$ cat config.mk
export PLATFORM = sky130hd
export DESIGN_NAME = aes_round_sequencer
export DESIGN_NICKNAME = d
export VERILOG_FILES = /design/src/rtl/aes_round_sequencer.sv
export SDC_FILE = /design/constraint.sdc
export NUM_CORES = 1
export LEC_CHECK = 0
export CORE_AREA = 2 2 252 254
export DETAILED_ROUTE_END_ITERATION = 10
export DIE_AREA = 0 0 254 256
export DONT_BUFFER_PORTS = 1
export SLEW_MARGIN = 30
export SYNTH_ARGS = -nofsm -noshare
export SYNTH_HDL_FRONTEND = slang
export SYNTH_SLANG_ARGS = --single-unit
$ cat constraint.sdc
create_clock -name clk -period 4.5 [get_ports clk]
set_input_delay 0.9 -clock clk [delete_from_list [all_inputs] [get_ports clk]]
set_output_delay 0.9 -clock clk [all_outputs]
set_load 0.05 [all_outputs]
$ cat src/rtl/aes_round_sequencer.sv
// Iterative AES encryption round controller: owns the 128-bit cipher state and
// steps an external combinational round datapath once per cycle over NR rounds.
module aes_round_sequencer #(
  parameter int KEY_BITS = 128
) (
  input  logic         clk,
  input  logic         rst,
  input  logic         in_valid,
  output logic         in_ready,
  input  logic [127:0] in_block,
  output logic         out_valid,
  input  logic         out_ready,
  output logic [127:0] out_block,
  output logic [3:0]   key_idx,
  input  logic [127:0] key_in,
  input  logic         key_valid,
  output logic [127:0] rnd_in,
  output logic         rnd_last,
  input  logic [127:0] rnd_out,
  output logic         busy
);

  localparam int NR = KEY_BITS / 32 + 6;
  localparam logic [3:0] NR_IDX = 4'(NR);

  if (KEY_BITS != 128 && KEY_BITS != 192 && KEY_BITS != 256) begin : g_bad_key_bits
    $error("aes_round_sequencer: KEY_BITS must be 128, 192 or 256");
  end

  typedef enum logic [1:0] {
    IDLE  = 2'd0,
    ROUND = 2'd1,
    DONE  = 2'd2
  } state_t;

  state_t       fsm, fsm_nxt;
  logic [127:0] st, st_nxt;
  logic [3:0]   rnd, rnd_nxt;

  always_ff @(posedge clk or posedge rst) begin
    if (rst) begin
      fsm <= IDLE;
      st  <= '0;
      rnd <= '0;
    end else begin
      fsm <= fsm_nxt;
      st  <= st_nxt;
      rnd <= rnd_nxt;
    end
  end

  always_comb begin
    fsm_nxt   = fsm;
    st_nxt    = st;
    rnd_nxt   = rnd;
    in_ready  = 1'b0;
    out_valid = 1'b0;
    out_block = '0;
    key_idx   = '0;
    rnd_last  = 1'b0;
    case (fsm)
      IDLE: begin
        // Round key 0 must be present to perform the initial AddRoundKey.
        in_ready = key_valid;
        if (in_valid && key_valid) begin
          st_nxt  = in_block ^ key_in;
          rnd_nxt = 4'd1;
          fsm_nxt = ROUND;
        end
      end
      ROUND: begin
        key_idx  = rnd;
        rnd_last = (rnd == NR_IDX);
        if (key_valid) begin
          st_nxt = rnd_out;
          if (rnd == NR_IDX) fsm_nxt = DONE;
          else               rnd_nxt = rnd + 4'd1;
        end
      end
      DONE: begin
        out_valid = 1'b1;
        out_block = st;
        key_idx   = NR_IDX;
        if (out_ready) begin
          fsm_nxt = IDLE;
          rnd_nxt = '0;
        end
      end
      default: begin
        fsm_nxt = IDLE;
        rnd_nxt = '0;
      end
    endcase
  end

  assign rnd_in = st;
  assign busy   = (fsm != IDLE);

endmodule

==> results_dict.tcl <==
set metrics [dict create \
    status "finished clean" \
    tightest_slew_ns 0.820 \
    worstPathCellList "inv_1, ha_4, buf_12, and2_1" \
    placed_cells_incl_taps 1810 \
    via_count_of_the_first_global_routing_pass 6510 \
    crit_path_start_kind "register" \
    syn-mean-instance-area_sq_um 8.03 \
    final-setup-viol-count 0 \
    drt-total-wl_um 29300 \
    cp_data_arrival_time_ns 2.40 \
    maxCapViolCount 0 \
    num_io_pins 653 \
    postCtsSetupRepairBufs 0 \
    switching_power_as_a_share_of_total_power_pct 57.8 \
    synthesis.yosys.warnings 0 \
    dp_hpwl_um 23600 \
    stdcell_count 1844 \
    cts_root_buf "clkbuf_16" \
    antenna_found_initial 5 \
    clkLatencyLatePin_ns 0.47 \
    power.density_mw_per_mm2 870 \
    postCtsHoldBufs 0 \
    clock_power_share_pct 18.1 \
    unrepaired_setup_endpoints_after_global_routing "false" \
    global_route.usage.total_pct 8.72 \
    clkSlewWorstSetupHoldPaths_ns 0.06 \
    route.detailed.drc 0 \
    minimum_period_implied_by_the_final_worst_setup_slack_ns 3.30 \
    grt_start_max_net_pins 137 \
    path_delay_family "simple AND/OR/NAND/NOR gates" \
    postPlaceCellArea_sq_mm 0.00914 \
    drt-vias-per-instance 3.68 \
    floorplan.die.height_um 256 \
    floorplan.initialDensity_pct 13.1 \
    cell_internal_pwr_w 0.00359 \
    design_power_total_w 0.00850 \
    clkSinkCount 134 \
    dr.first_iter.drc_count 371 \
    vias 6783 \
    crit_path_slowest_cell "and2_1" \
    cts.path.max_buffers 2 \
    netlist_area_sq_mm 0.00820 \
    buffer_ports.inserted 0 \
    final.fill_count 7091 \
    critical_path_required_ns 3.60 \
    flop_pwr_share_pct 51.6 \
    clock.fmax_mhz 303 \
    post_route_hold_slack_ns 0.368 \
    postRouteAntennaNets 0 \
    classification_of_the_worst_slack_hold_path "input port to asynchronous set/reset pin" \
    vdd_drop_max_v 0.000342 \
    total_switching_power_w 0.00491 \
    area.sequential_sq_mm 0.00335 \
    design.final.nets 1378 \
    gr-usage-met3_pct 3.23 \
    finish.instance_area_sq_mm 0.00976 \
    tns_ns 0 \
    area_growth_syn_to_layout_pct 19.1 \
    slew_headroom_pct 45.3 \
    design.die.area_sq_mm 0.0650 \
    timing.clock.skew_ns 0.0102 \
    timing_hold_violations_final 0 \
    critPathKind "register to output pin" \
    core_sq_mm 0.0624 \
    timing.critical_path.buf_inv 2 \
    cts-htree-levels 4 \
    num_rows 92 \
    cts_tree "yes" \
    global_route_wire_length_before_repair_um 41000 \
    post_drt_wl_per_cell_um 15.9 \
    grt.met1_usage_pct 9.13 \
    drive_gt1_share_pct 5.13 \
    final.period_utilization_pct 73.4 \
    timing.critical_path.fanout_max 74 \
    die_x_um 254 \
    cts_made_buffers 17 \
    multi_input_comb_area_sq_mm 0.00449 \
    postSynthNetCount 1416 \
    grt.overflow.total 0 \
    cts_resized 0 \
    grt_use_met2_pct 14.8 \
    slowest_delay_ns 0.51 \
    critPathCaptureType "output pin" \
    number_of_synthesized_register_bits 134 \
    netlist_instances 1021 \
    grt-busiest-layer "met2" \
    synth.lib_cells_used.distinct 30 \
    power_leakage_nw 3.78 \
    place.gp.congestion 0.884 \
    yosysSeqAreaShare_pct 40.9 \
    drt-pass1-iter-count 4 \
    combPwrFrac_pct 30.3 \
    maxSlewViolCount 0 \
]
sequential cells by signal, summed over array words and instances, names as in the netlist:
register / count
fsm: 2
rnd: 4
rnd_in: 128
power groups by stage:
stage	clock network, W	registers [W]	logic, W
floorplan	0	0.00404	0.00219
global placement	0	0.00443	0.00256
detailed placement	0	0.00442	0.00263
CTS	0.00162	0.00440	0.00262
global route	0.00167	0.00446	0.00305
finish	0.00154	0.00438	0.00257
through the flow:
step | worst slack (ns) | utilization [%]
after global routing | 1.02 | 15.6
after global placement | 1.57 | 14.6
after CTS | 1.13 | 15.6
after floorplan | 0.0172 | -
after detailed placement | 1.66 | 14.6
final | 1.20 | 15.7
cells in the final DEF, fill, tap and decap left out, drive strengths merged, types with 2 or more instances in the layout:
cell and instances:
inv 8, dfrtp 134, nor2b 2, and3 4, clkinvlp 2, clkbuf 20
xnor2 128, o21ai 132, and2 129, clkinv 4, a21oi 132, bufinv 4
nand2b 2, ha 6, buf 15, nand3 2, nand2 129, nor2 132
diode 3
cell type report:
type                       count  share of cell area, %
antenna                        3                 0.0769
clock buffer                  20                   4.57
clock inverter                11                   1.79
inverter                       7                  0.320
timing repair buffer          15                   2.05
tap                          846                   10.8
multi-input combinational    808                   46.0
sequential                   134                   34.3
path summary, 6_finish.rpt:
path | start | to | slack (ns) | depth (start not counted)
setup / recovery | fsm[0] | out_block[87] | 1.20 | 4
hold / removal | rst | rnd_in[57] | 0.37 | 1
setup reg to reg | fsm[1] | rnd_in[87] | 1.82 | 7
hold reg to reg | rnd[2] | rnd[2] | 0.53 | 1
max in group asynchronous | rst | rnd_in[14] | 3.28 | 2
min in group clk | rnd[2] | rnd[2] | 0.53 | 1
synthesized netlist by cell type:
cell type / n / area [sq um]
nor2b_1: 2 / 12.5
buf_1: 1 / 3.75
and2_1: 129 / 807
mux2i_1: 1 / 10.0
o41ai_1: 1 / 8.76
buf_6: 7 / 78.8
clkbuf_1: 42 / 158
inv_1: 7 / 26.3
a211o_1: 1 / 8.76
buf_2: 21 / 105
nor4_1: 1 / 6.26
xnor2_1: 128 / 1120
nand2_1: 129 / 484
o22a_1: 1 / 8.76
ha_1: 6 / 75.1
o21ai_1: 16 / 80.1
nor2_1: 132 / 495
a31oi_4: 1 / 21.3
nand2b_4: 1 / 13.8
o31ai_1: 1 / 7.51
nand3b_1: 1 / 7.51
dfrtp_1: 134 / 3350
nand2b_1: 1 / 6.26
and3_1: 4 / 25.0
a21oi_1: 132 / 661
nand3_1: 2 / 10.0
buf_4: 1 / 7.51
or2_2: 1 / 6.26
o21ai_0: 116 / 581
a21bo_2: 1 / 10.0
metal layers:
layer	wire [um]	part of all wire, %
met1	11100	38
met2	14200	48
met3	2610	8.9
met4	1380	4.7
met5	0	0
cells by family (layout without fill, tap and decap cells):
kind of cell / after synthesis / count (layout) / synth area share, %
flops: 134 / 134 / 40.9
simple gates: 403 / 403 / 22.9
other cells: 0 / 3 / 0
xor+xnor: 128 / 128 / 13.7
fa+ha+maj: 6 / 6 / 0.916
compound gates: 270 / 270 / 16.9
buf+inv: 79 / 53 / 4.62
mux: 1 / 1 / 0.122
(Power assumes the default switching activity.)
